### src/rtl/xram_arbiter.sv
// Arbitrates one external SRAM between the AVR external-memory bus and a DMA port.
// Each access holds the memory for ACCESS_CYCLES cycles, and at least one IDLE cycle separates two accesses.
module xram_arbiter #(
  parameter int ADDR_WIDTH    = 16,
  parameter int ACCESS_CYCLES = 2
) (
  input  logic                  clk,
  input  logic                  nrst,
  input  logic                  cpu_cs,
  input  logic                  cpu_oe,
  input  logic                  cpu_we,
  input  logic [ADDR_WIDTH-1:0] cpu_a,
  input  logic [7:0]            cpu_dout,
  output logic [7:0]            cpu_din,
  output logic                  cpu_wait,
  input  logic                  dma_req,
  input  logic                  dma_we,
  input  logic [ADDR_WIDTH-1:0] dma_addr,
  input  logic [7:0]            dma_wdata,
  output logic [7:0]            dma_rdata,
  output logic                  dma_ack,
  output logic                  mem_cs,
  output logic                  mem_we,
  output logic [ADDR_WIDTH-1:0] mem_a,
  output logic [7:0]            mem_d_out,
  input  logic [7:0]            mem_d_in
);

  typedef enum logic [1:0] {IDLE, CPU_ACC, DMA_ACC} state_t;

  localparam logic [3:0] LAST_CNT = 4'(ACCESS_CYCLES - 1);

  state_t     state_reg, state_next;
  logic [3:0] cnt_reg, cnt_next;
  logic       last_dma_reg, last_dma_next;
  logic       dma_ack_reg;
  logic [7:0] dma_rdata_reg;

  logic cpu_req, dma_req_eff, acc_last;

  assign cpu_req     = cpu_cs & (cpu_oe | cpu_we);
  // A request seen during the ack cycle belongs to the access just finished.
  assign dma_req_eff = dma_req & ~dma_ack_reg;
  assign acc_last    = (state_reg != IDLE) && (cnt_reg == LAST_CNT);

  always_ff @(posedge clk or negedge nrst) begin
    if (!nrst) begin
      state_reg     <= IDLE;
      cnt_reg       <= 4'd0;
      last_dma_reg  <= 1'b1;
      dma_ack_reg   <= 1'b0;
      dma_rdata_reg <= 8'h00;
    end else begin
      state_reg    <= state_next;
      cnt_reg      <= cnt_next;
      last_dma_reg <= last_dma_next;
      dma_ack_reg  <= (state_reg == DMA_ACC) && acc_last;
      if ((state_reg == DMA_ACC) && acc_last && !dma_we)
        dma_rdata_reg <= mem_d_in;
    end
  end

  always_comb begin
    state_next    = state_reg;
    cnt_next      = cnt_reg;
    last_dma_next = last_dma_reg;
    case (state_reg)
      IDLE: begin
        cnt_next = 4'd0;
        // On a tie, the requester that was not granted last wins.
        if (cpu_req && (!dma_req_eff || last_dma_reg)) begin
          state_next    = CPU_ACC;
          last_dma_next = 1'b0;
        end else if (dma_req_eff) begin
          state_next    = DMA_ACC;
          last_dma_next = 1'b1;
        end
      end
      CPU_ACC, DMA_ACC: begin
        if (acc_last) begin
          state_next = IDLE;
          cnt_next   = 4'd0;
        end else begin
          cnt_next = cnt_reg + 4'd1;
        end
      end
      default: begin
        state_next = IDLE;
        cnt_next   = 4'd0;
      end
    endcase
  end

  always_comb begin
    mem_cs    = 1'b0;
    mem_we    = 1'b0;
    mem_a     = '0;
    mem_d_out = 8'h00;
    case (state_reg)
      CPU_ACC: begin
        mem_cs    = 1'b1;
        mem_we    = cpu_we;
        mem_a     = cpu_a;
        mem_d_out = cpu_dout;
      end
      DMA_ACC: begin
        mem_cs    = 1'b1;
        mem_we    = dma_we;
        mem_a     = dma_addr;
        mem_d_out = dma_wdata;
      end
      default: ;
    endcase
  end

  assign cpu_wait  = cpu_req & ~((state_reg == CPU_ACC) && acc_last);
  assign cpu_din   = ((state_reg == CPU_ACC) && acc_last) ? mem_d_in : 8'h00;
  assign dma_ack   = dma_ack_reg;
  assign dma_rdata = dma_rdata_reg;

endmodule
### config.mk
export PLATFORM = sky130hd
export DESIGN_NAME = xram_arbiter
export DESIGN_NICKNAME = d
export VERILOG_FILES = /design/src/rtl/xram_arbiter.sv
export SDC_FILE = /design/constraint.sdc
export NUM_CORES = 1
export LEC_CHECK = 0
export CAP_MARGIN = 20
export CORE_AREA = 2 2 65 67
export CTS_BUF_LIST = sky130_fd_sc_hd__clkbuf_2
export DETAILED_ROUTE_END_ITERATION = 10
export DIE_AREA = 0 0 67 69
export HOLD_SLACK_MARGIN = 0.03
export PLACE_DENSITY = 0.8
export RECOVER_POWER = 25
export SETUP_SLACK_MARGIN = 0.4
export SLEW_MARGIN = 0
export SYNTH_ARGS = -nofsm -noshare
export SYNTH_HDL_FRONTEND = slang
export SYNTH_SLANG_ARGS = --single-unit
### constraint.sdc
create_clock -name clk -period 2.4 [get_ports clk]
set_clock_uncertainty 0.15 [all_clocks]
set_input_delay 0.36 -clock clk [delete_from_list [all_inputs] [get_ports clk]]
set_output_delay 0.36 -clock clk [all_outputs]
set_load 0.01 [all_outputs]
Yosys cells after proc, flatten, opt, wreduce, memory -nomap -nowiden
Cells that the tools add are included.
{"block": "word_totals", "register_bits": 16, "in_bits": 63, "out_inout_bits": 44, "wordCells": 44}
{"block": "classes", "n_addsub": 1, "n_eq_ne": 5, "muxes": 13, "n_bitwise": 6, "n_reduce_logical": 14}
{"operator": "$pmux 16 s2", "n": 1}
{"operator": "$pmux 8 s2", "n": 1}
{"operator": "$mux 4", "n": 2}
{"operator": "$mux 8", "n": 1}
{"operator": "$mux 2", "n": 3}
{"operator": "$logic_and 1x1->1", "n": 5}
{"operator": "$add 4x1->4 const B", "n": 1}
{"operator": "$eq 4x1->1 const B", "n": 1}
{"operator": "$pmux 2 s2", "n": 1}
{"operator": "$reduce_and 2->1", "n": 2}
{"operator": "$reduce_bool 2->1", "n": 2}
{"operator": "$and 1x1->1", "n": 3}
{"operator": "$mux 1", "n": 3}
{"operator": "$ne 3x3->1 const B", "n": 1}
{"operator": "$eq 2x1->1 const B", "n": 1}
{"operator": "$eq 2x2->1 const B", "n": 1}
{"operator": "$logic_not 1->1", "n": 2}
{"operator": "$logic_not 2->1", "n": 1}
{"operator": "$ne 2x1->1 const B", "n": 1}
{"operator": "$not 1->1", "n": 2}
{"operator": "$pmux 1 s2", "n": 1}
{"operator": "$reduce_or 2->1", "n": 1}
{"operator": "$logic_or 1x1->1", "n": 1}
{"operator": "$or 1x1->1", "n": 1}

Longest topological paths before layout
Gate-level depths: netlist (run 1).
{"block": "depth", "depth_word": 7, "depth_mapped": 6, "depth_no_buf": 5}

Worst setup path before layout (run 1)
No wires, ideal clock.
{"block": "synth_timing", "path_kind": "register -> output", "from": "register state_reg[0]", "to": "output port cpu_din[0]", "arrival_ps": 1459, "t_required_ps": 1890, "slack_ps": 431, "path_stages_with_launch": 6, "path_buffers": 1, "path_cell_list": "dfrtp_1 -> inv_1 -> ha_1 -> nor4b_4 -> clkbuf_1 -> and3_1"}
{"block": "synth_between", "elab_chain_cells": 4}
{"item": "start: declaration", "line": "33", "rtl": "state_t state_reg, state_next;"}
{"item": "start signal: assignment", "line": "54", "rtl": "state_reg <= state_next;"}
{"item": "$reduce_bool 2->1", "line": "44", "rtl": "assign acc_last = (state_reg != IDLE) && (cnt_reg == LAST_CNT);"}
{"item": "$logic_and 1x1->1", "line": "44"}
{"item": "$logic_and 1x1->1 (*)", "line": "117", "rtl": "assign cpu_din = ((state_reg == CPU_ACC) && acc_last) ? mem_d_in : 8'h00;"}
{"item": "$mux 8 (*)", "line": "117"}
{"item": "end: declaration", "line": "14", "rtl": "output logic [7:0] cpu_din,"}
Mark *: on every way between the ends. The rest lies on a longest branch, timed or not.

Final worst setup path (run 1)
{"block": "layout_timing", "from": "register state_reg[1]", "to": "output port cpu_din[4]"}
Same word-level chain as after synthesis.

==> results.ini, run 1 <==
[routing]
drt-total-wl_um=4852
drtIter0Drc=28
ant_nets=0
wire_per_inst_um=16.23
viasPerCell=4.819
vias=1441
drc=0
dr.pass1.iters=4

[critical_path]
path_max_fanout=6
r2r-start=state_reg[1]$_DFFE_PN0P_
reg2reg_slack_ps=320
worst_ep_required_time_ps=1890
crit_path_start=state_reg[1]$_DFFE_PN0P_
arrival_ps=1800
crit_type=reg2out
endpoint=cpu_din[4]
cp-start-kind=flop
rr_worst_depth=8
reg2reg_to=state_reg[0]$_DFFE_PN0P_
critical_path.endpoint_type=primary output

[timing]
fmax_mhz=433.4
period_share_pct=96.13
slew_headroom_pct=52.72
hold_violations=0
final-max-slew-violation-count=0
grt_setup_unrepaired=yes
setup_viol=0
finalCriticalPeriod_ps=2307
tightest_slew_ps=706.8
tns_ps=0
holdWs_ps=347.0

[yosys]
yosysWarningCount=0
synthSimpleGateAreaFrac_pct=25.75
synth_compound_area_share_pct=21.39
yosysSeqAreaShare_pct=33.33
synth_area_leaders=dfrtp_1, a22oi_1, nor2b_1, mux2_2, ha_1
syn_area_um2=1205
synth_mux_area_share_pct=8.100
synth.ff_latch_count=16
synth_xor_area_share_pct=1.454
synth_top_area_cell=dfrtp_1
synth_fa_ha_area_share_pct=5.192
synth_area_per_cell_um2=9.487
synth_top_family_by_area=simple AND/OR/NAND/NOR gates
syn_inst=127
syn-num-nets=195
yosysTopAreaCellShare_pct=31.15
synth_cell_types=28

[finish]
antenna_cells=0
areaGrowthSynthToFinish_pct=117.2
drive_above_1_share_pct=41.77
largest_reg_flops=8
nets=318

[clock_network]
cts.sinks=16
htree_levels=1
tritoncts=yes
clockRootBuffer=clkbuf_2
cts_buffer_depth=2
path_clk_slew_ps=150
clock_latency_ps=330
cts_buffers=3

[global_routing]
grt_pass1_vias=1453
gr-total-overflow=0
antenna_found_initial=0
grt_max_degree=28
grt_usage_pct=18.84
grt_pass1_wl_um=6900

[pwr]
power.density_nw_per_um2=957.9
switchingPower_mw=0.9722
seq_power_share_pct=17.8
swShare_pct=38.77
p_comb_share_pct=77.0
p_int_mw=1.535
clockPowerShare_pct=5.3
peakVddDrop_mv=0.5144
p_leak_nw=1.156

[die]
die_w_um=67
dieArea_um2=4623
core_um2=3914
start_util_pct=30.79
die_h_um=69
num_io_pins=107
fp-row-count=23

[placed_design]
routabilityCongestion=0.8914
io_buffers=106
hpwl_um=3095

[run_status]
status=finished, final reports clean

[flow_run]
cap_violations=0

[min_path]
hold_class=in2async

-- per-layer routing --
metal	routed length [µm]	GRT usage (%)
met3	218	3.752
met1	1879	22.89
met2	2691	33.11
met5	0	0
met4	62	4.762
-- worst min path at each step --
stage,cells after the start,end,start
final,1,dma_rdata[1]$_DFFE_PN0P_,nrst
after detailed placement,1,cnt_reg[0]$_DFF_PN0_,cnt_reg[0]$_DFF_PN0_
after CTS,1,dma_rdata[3]$_DFFE_PN0P_,nrst
after global placement,1,cnt_reg[0]$_DFF_PN0_,cnt_reg[0]$_DFF_PN0_
after global routing,1,dma_rdata[1]$_DFFE_PN0P_,dma_rdata[1]$_DFFE_PN0P_
after floorplan,0,cnt_reg[0]$_DFF_PN0_,nrst
-- cell usage after synthesis --
cell type	n
and3_1	8
nand3_1	1
nor4b_4	1
ha_1	5
or2b_1	1
o31ai_1	1
dfstp_2	1
inv_1	4
o21ai_0	4
nand3b_4	1
nor2_1	3
a211o_1	1
or4b_4	1
dfrtp_1	15
buf_2	1
buf_1	1
a22oi_1	27
a21oi_1	1
nor2b_1	25
clkbuf_1	9
o21a_1	1
mux2_2	6
nand2_1	1
mux2_4	2
o22ai_1	1
and2_1	2
nand2b_1	1
xnor2_1	2
-- kinds of logic after synthesis --
family | count (synthesis)
and+or+nand+nor | 45
AOI/OAI and AO/OA | 36
DFF | 16
buffers and inverters | 15
muxes | 8
adders and majority gates | 5
xor gates and xnor gates | 2
-- power by group through the flow --
stage,Sequential (mW),Clock [mW],Combinational [mW]
4_1_cts,0.444,0.128,1.67
6_report,0.445,0.132,1.93
2_1_floorplan,0.473,0,0.730
5_1_grt,0.459,0.144,2.06
3_5_place_dp,0.450,0,1.52
3_3_place_gp,0.444,0,1.51
-- layout make-up --
class / instances / area, µm²
Clock buffer: 3 / 15.01
Clock inverter: 1 / 3.754
Fill cell: 312 / 1296
Inverter: 4 / 15.01
Multi-Input combinational cell: 96 / 914.6
Sequential cell: 16 / 401.6
Tap cell: 50 / 62.56
Timing Repair Buffer: 129 / 1205
-- worst max-delay path, cell delays in order, from the launching register on --
cell and delay (ps):
dfrtp_1 380, inv_1 120, ha_4 200, nor4b_4 260, buf_6 160, buf_6 90, and3_4 170, buf_6 90
-- metrics by stage --
step | std cells | util (%) | setup WS (ps) | total power [mW] | instance area [µm²]
6_report | 299 | 66.88 | 92.91 | 2.507 | 2618
5_1_grt | 299 | 66.88 | 15.73 | 2.664 | 2618
4_1_cts | 292 | 62.56 | 198.2 | 2.237 | 2449
3_5_place_dp | 279 | 60.71 | 87.73 | 1.970 | 2376
3_3_place_gp | 279 | 60.71 | 102.7 | 1.951 | 2376
2_1_floorplan | 127 | - | 430.7 | 1.203 | 1205
-- cell usage in the layout, fill, tap and decap left out, types with 4 or more instances in the layout --
cell type,Yosys,layout
clkbuf_2,0,4
a22oi_2,0,24
and3_1,8,7
dfrtp_1,15,15
mux2_2,6,6
buf_4,0,12
buf_6,0,4
buf_12,0,4
clkdlybuf4s50_1,0,70
buf_2,1,32
nor2b_1,25,25
-- what timing repair did --
action | CTS | global route
endpoints found under the setup margin | 35 | 38
resized for setup | 160 | 20
pin swaps | 10 | 15
hold buffers | 0 | 0
cloned | 2 | 3
buffers inserted | 7 | 4
No activity file was read; power rests on OpenSTA's default activity.
==> run 2, diff against run 1 <==
Settings changed: CORE_AREA 2 2 65 67 to 2 2 62 64, DIE_AREA 0 0 67 69 to 0 0 64 66, PLACE_DENSITY 0.8 to 0.87.
Clock period 2.4 ns to 2.68 ns, I/O delays scaled along.
==> run 2 against run 1 <==
Against the previous run:
- worst setup slack improved by 190 ps
- via count up 1.2%
- first-iteration DRC count up 100%
- power decreased by 18%
- critical path type unchanged
==> results.ini, run 2 (synthesis results as in run 1) <==
[run_status]
status=finished, final reports clean  ; unchanged

[routing]
dr.pass1.iters=5  ; was 4
drt-total-wl_um=4664  ; was 4852 µm
viasPerCell=4.909  ; was 4.819
drtIter0Drc=56  ; was 28
wire_per_inst_um=15.70  ; was 16.23 µm
drc=0  ; unchanged
vias=1458  ; was 1441
ant_nets=0  ; unchanged

[placed_design]
hpwl_um=3071  ; was 3095 µm
place_ws_ps=202.8  ; was 87.73 ps
io_buffers=106  ; unchanged
routabilityCongestion=0.7426  ; was 0.8914
placed_cell_area_um2=2344  ; was 2376 µm²

[global_routing]
gr-total-overflow=0  ; unchanged
grt_pass1_wl_um=6713  ; was 6900 µm
gr-usage-met2_pct=34.64  ; was 33.11%
grt_use_met3_pct=4.600  ; was 3.752%
antenna_found_initial=0  ; unchanged
grtUsageMet1_pct=25.84  ; was 22.89%
grt_pass1_vias=1322  ; was 1453
gr-max-usage-layer=met2  ; unchanged
grt_usage_pct=20.09  ; was 18.84%
grt_max_degree=23  ; was 28

[timing]
grt_setup_unrepaired=yes  ; unchanged
tns_ps=0  ; unchanged
finalWorstSetupSlack_ps=284.3  ; was 92.91 ps
period_share_pct=89.39
hold_violations=0  ; unchanged
setup_viol=0  ; unchanged
slew_headroom_pct=51.07  ; was 52.72%
tightest_slew_ps=731.5  ; was 706.8 ps
fmax_mhz=417.4
finalCriticalPeriod_ps=2396
final-max-slew-violation-count=0  ; unchanged

[critical_path]
cp_slowest_cell=dfrtp_1  ; unchanged
crit_family=buffers and inverters  ; unchanged
crit_type=reg2out  ; unchanged
rr_worst_depth=9  ; was 8
critical_path.endpoint_type=primary output  ; unchanged
cp.depth=7  ; unchanged
cp-start-kind=flop  ; unchanged
path_cells=inv_1 -> ha_4 -> nor4b_4 -> clkbuf_1 -> buf_6 -> and3_4 -> buf_6  ; was inv_1 -> ha_4 -> nor4b_4 -> buf_6 -> buf_6 -> and3_4 -> buf_6
path_max_fanout=4  ; was 6
arrival_ps=1840  ; was 1800 ps
max_stage_delay_ps=380  ; about the same
worst-path-buf-inv=4  ; unchanged
cp_common_cell=buf_6  ; unchanged
worst_ep_required_time_ps=2130  ; was 1890 ps

[pwr]
peakVddDrop_mv=0.4465  ; was 0.5144 mV
finalPower_mw=2.052  ; was 2.507 mW
p_leak_nw=1.116  ; was 1.156 nW
power.density_nw_per_um2=819.6  ; was 957.9 nW/µm²

[clock_network]
clockRootBuffer=clkbuf_2  ; unchanged
hold_buffers=0  ; unchanged
cts.sinks=16  ; unchanged
tritoncts=yes  ; unchanged
cts_buffers=3  ; unchanged
path_clk_slew_ps=150  ; about the same
cts_buffer_depth=2  ; unchanged
clock_latency_ps=310  ; was 330 ps
htree_levels=1  ; unchanged

[die]
core_um2=3551  ; was 3914 µm²
start_util_pct=33.93  ; was 30.79%
die_w_um=64  ; was 67 µm
dieArea_um2=4224  ; was 4623 µm²
die_h_um=66  ; was 69 µm
num_io_pins=107  ; unchanged
fp-row-count=22  ; was 23

[min_path]
holdPathStages=1
hold_class=reg2reg  ; was in2async

[finish]
multi_input_area_um2=855.8  ; was 914.6 µm²
antenna_cells=0  ; unchanged
fillCellCount=270  ; was 312
final_util_pct=70.51  ; was 66.88%
largest_reg_flops=8  ; unchanged
drive_above_1_share_pct=36.55  ; was 41.77%
postLayoutCellArea_um2=2504  ; was 2618 µm²
areaGrowthSynthToFinish_pct=107.8  ; was 117.2%
layout_commonest_cell=clkdlybuf4s50_1  ; unchanged
final_cell_mix=clkdlybuf4s50_1, nor2b_1, clkbuf_2, a22oi_1  ; was clkdlybuf4s50_1, buf_2, nor2b_1, a22oi_2, dfrtp_1
nets=318  ; unchanged
regArea_um2=401.6  ; unchanged

[flow_run]
cap_violations=0  ; unchanged

==> run 2: changes by cell type in the layout (fill, tap and decap cells not counted), moves of 3 or more <==
cell	previous run	this run
and3_4	1	5
and3_1	7	3
buf_4	12	15
buf_6	4	9
clkbuf_2	4	17
a22oi_1	3	16
buf_12	4	1
clkbuf_16	3	0
buf_2	32	14
a22oi_2	24	11
==> run 2: what timing repair did <==
action                                  in CTS  in global routing
endpoints found under the setup margin      35                 35
cloned                                       2                  0
resized for setup                          116                 46
pin swaps                                    2                  1
buffers inserted                             9                  4
==> run 2: layer usage <==
metal	share of wire, %	routed length (µm)	up-vias
met3	4.8	223	7
li1	-	-	712
met1	41	1922	700
met2	53	2464	39
met5	0	0	-
met4	1.1	53	0
==> run 2: area by class of cell <==
type / count / share of cell area (%)
flip-flops and latches: 16 / 16.04
well taps: 48 / 2.399
inverters: 4 / 0.5997
clock inverters: 1 / 0.1499
clock buffers: 3 / 0.5997
multi-input cells: 96 / 34.18
repair buffers: 129 / 46.03
==> run 2: report_power, final <==
part / internal (mW) / switching [mW]
clock: 0.0324 / 0.0828
combinational: 0.864 / 0.677
sequential: 0.340 / 0.0546
==> run 2: final timing paths <==
path                                           from                        to  slack, ps
min reg2reg                dma_rdata[7]$_DFFE_PN0P_  dma_rdata[7]$_DFFE_PN0P_        370
min                        dma_rdata[7]$_DFFE_PN0P_  dma_rdata[7]$_DFFE_PN0P_        370
max reg2reg                state_reg[0]$_DFFE_PN0P_  dma_rdata[5]$_DFFE_PN0P_        510
max                        state_reg[0]$_DFFE_PN0P_                cpu_din[2]        280
max in group asynchronous                      nrst  dma_rdata[0]$_DFFE_PN0P_       1510
min in group asynchronous                      nrst  dma_rdata[3]$_DFFE_PN0P_        420
==> run 2: worst register-to-register path, cell delays in order, from the launching register on <==
cell and delay (ps):
dfrtp_1 380, inv_1 90, ha_4 180, nor4b_4 240, clkbuf_1 230, buf_6 140
buf_4 90, buf_4 100, nand3b_4 150, mux2_4 330
==> run 2: stage by stage <==
stage                     instances  hold WS, ps
after detailed placement        278        338.0
after CTS                       293        354.5
final                           297        372.8
after floorplan                 127       -43.59
after global routing            297        397.8
after global placement          278        327.4
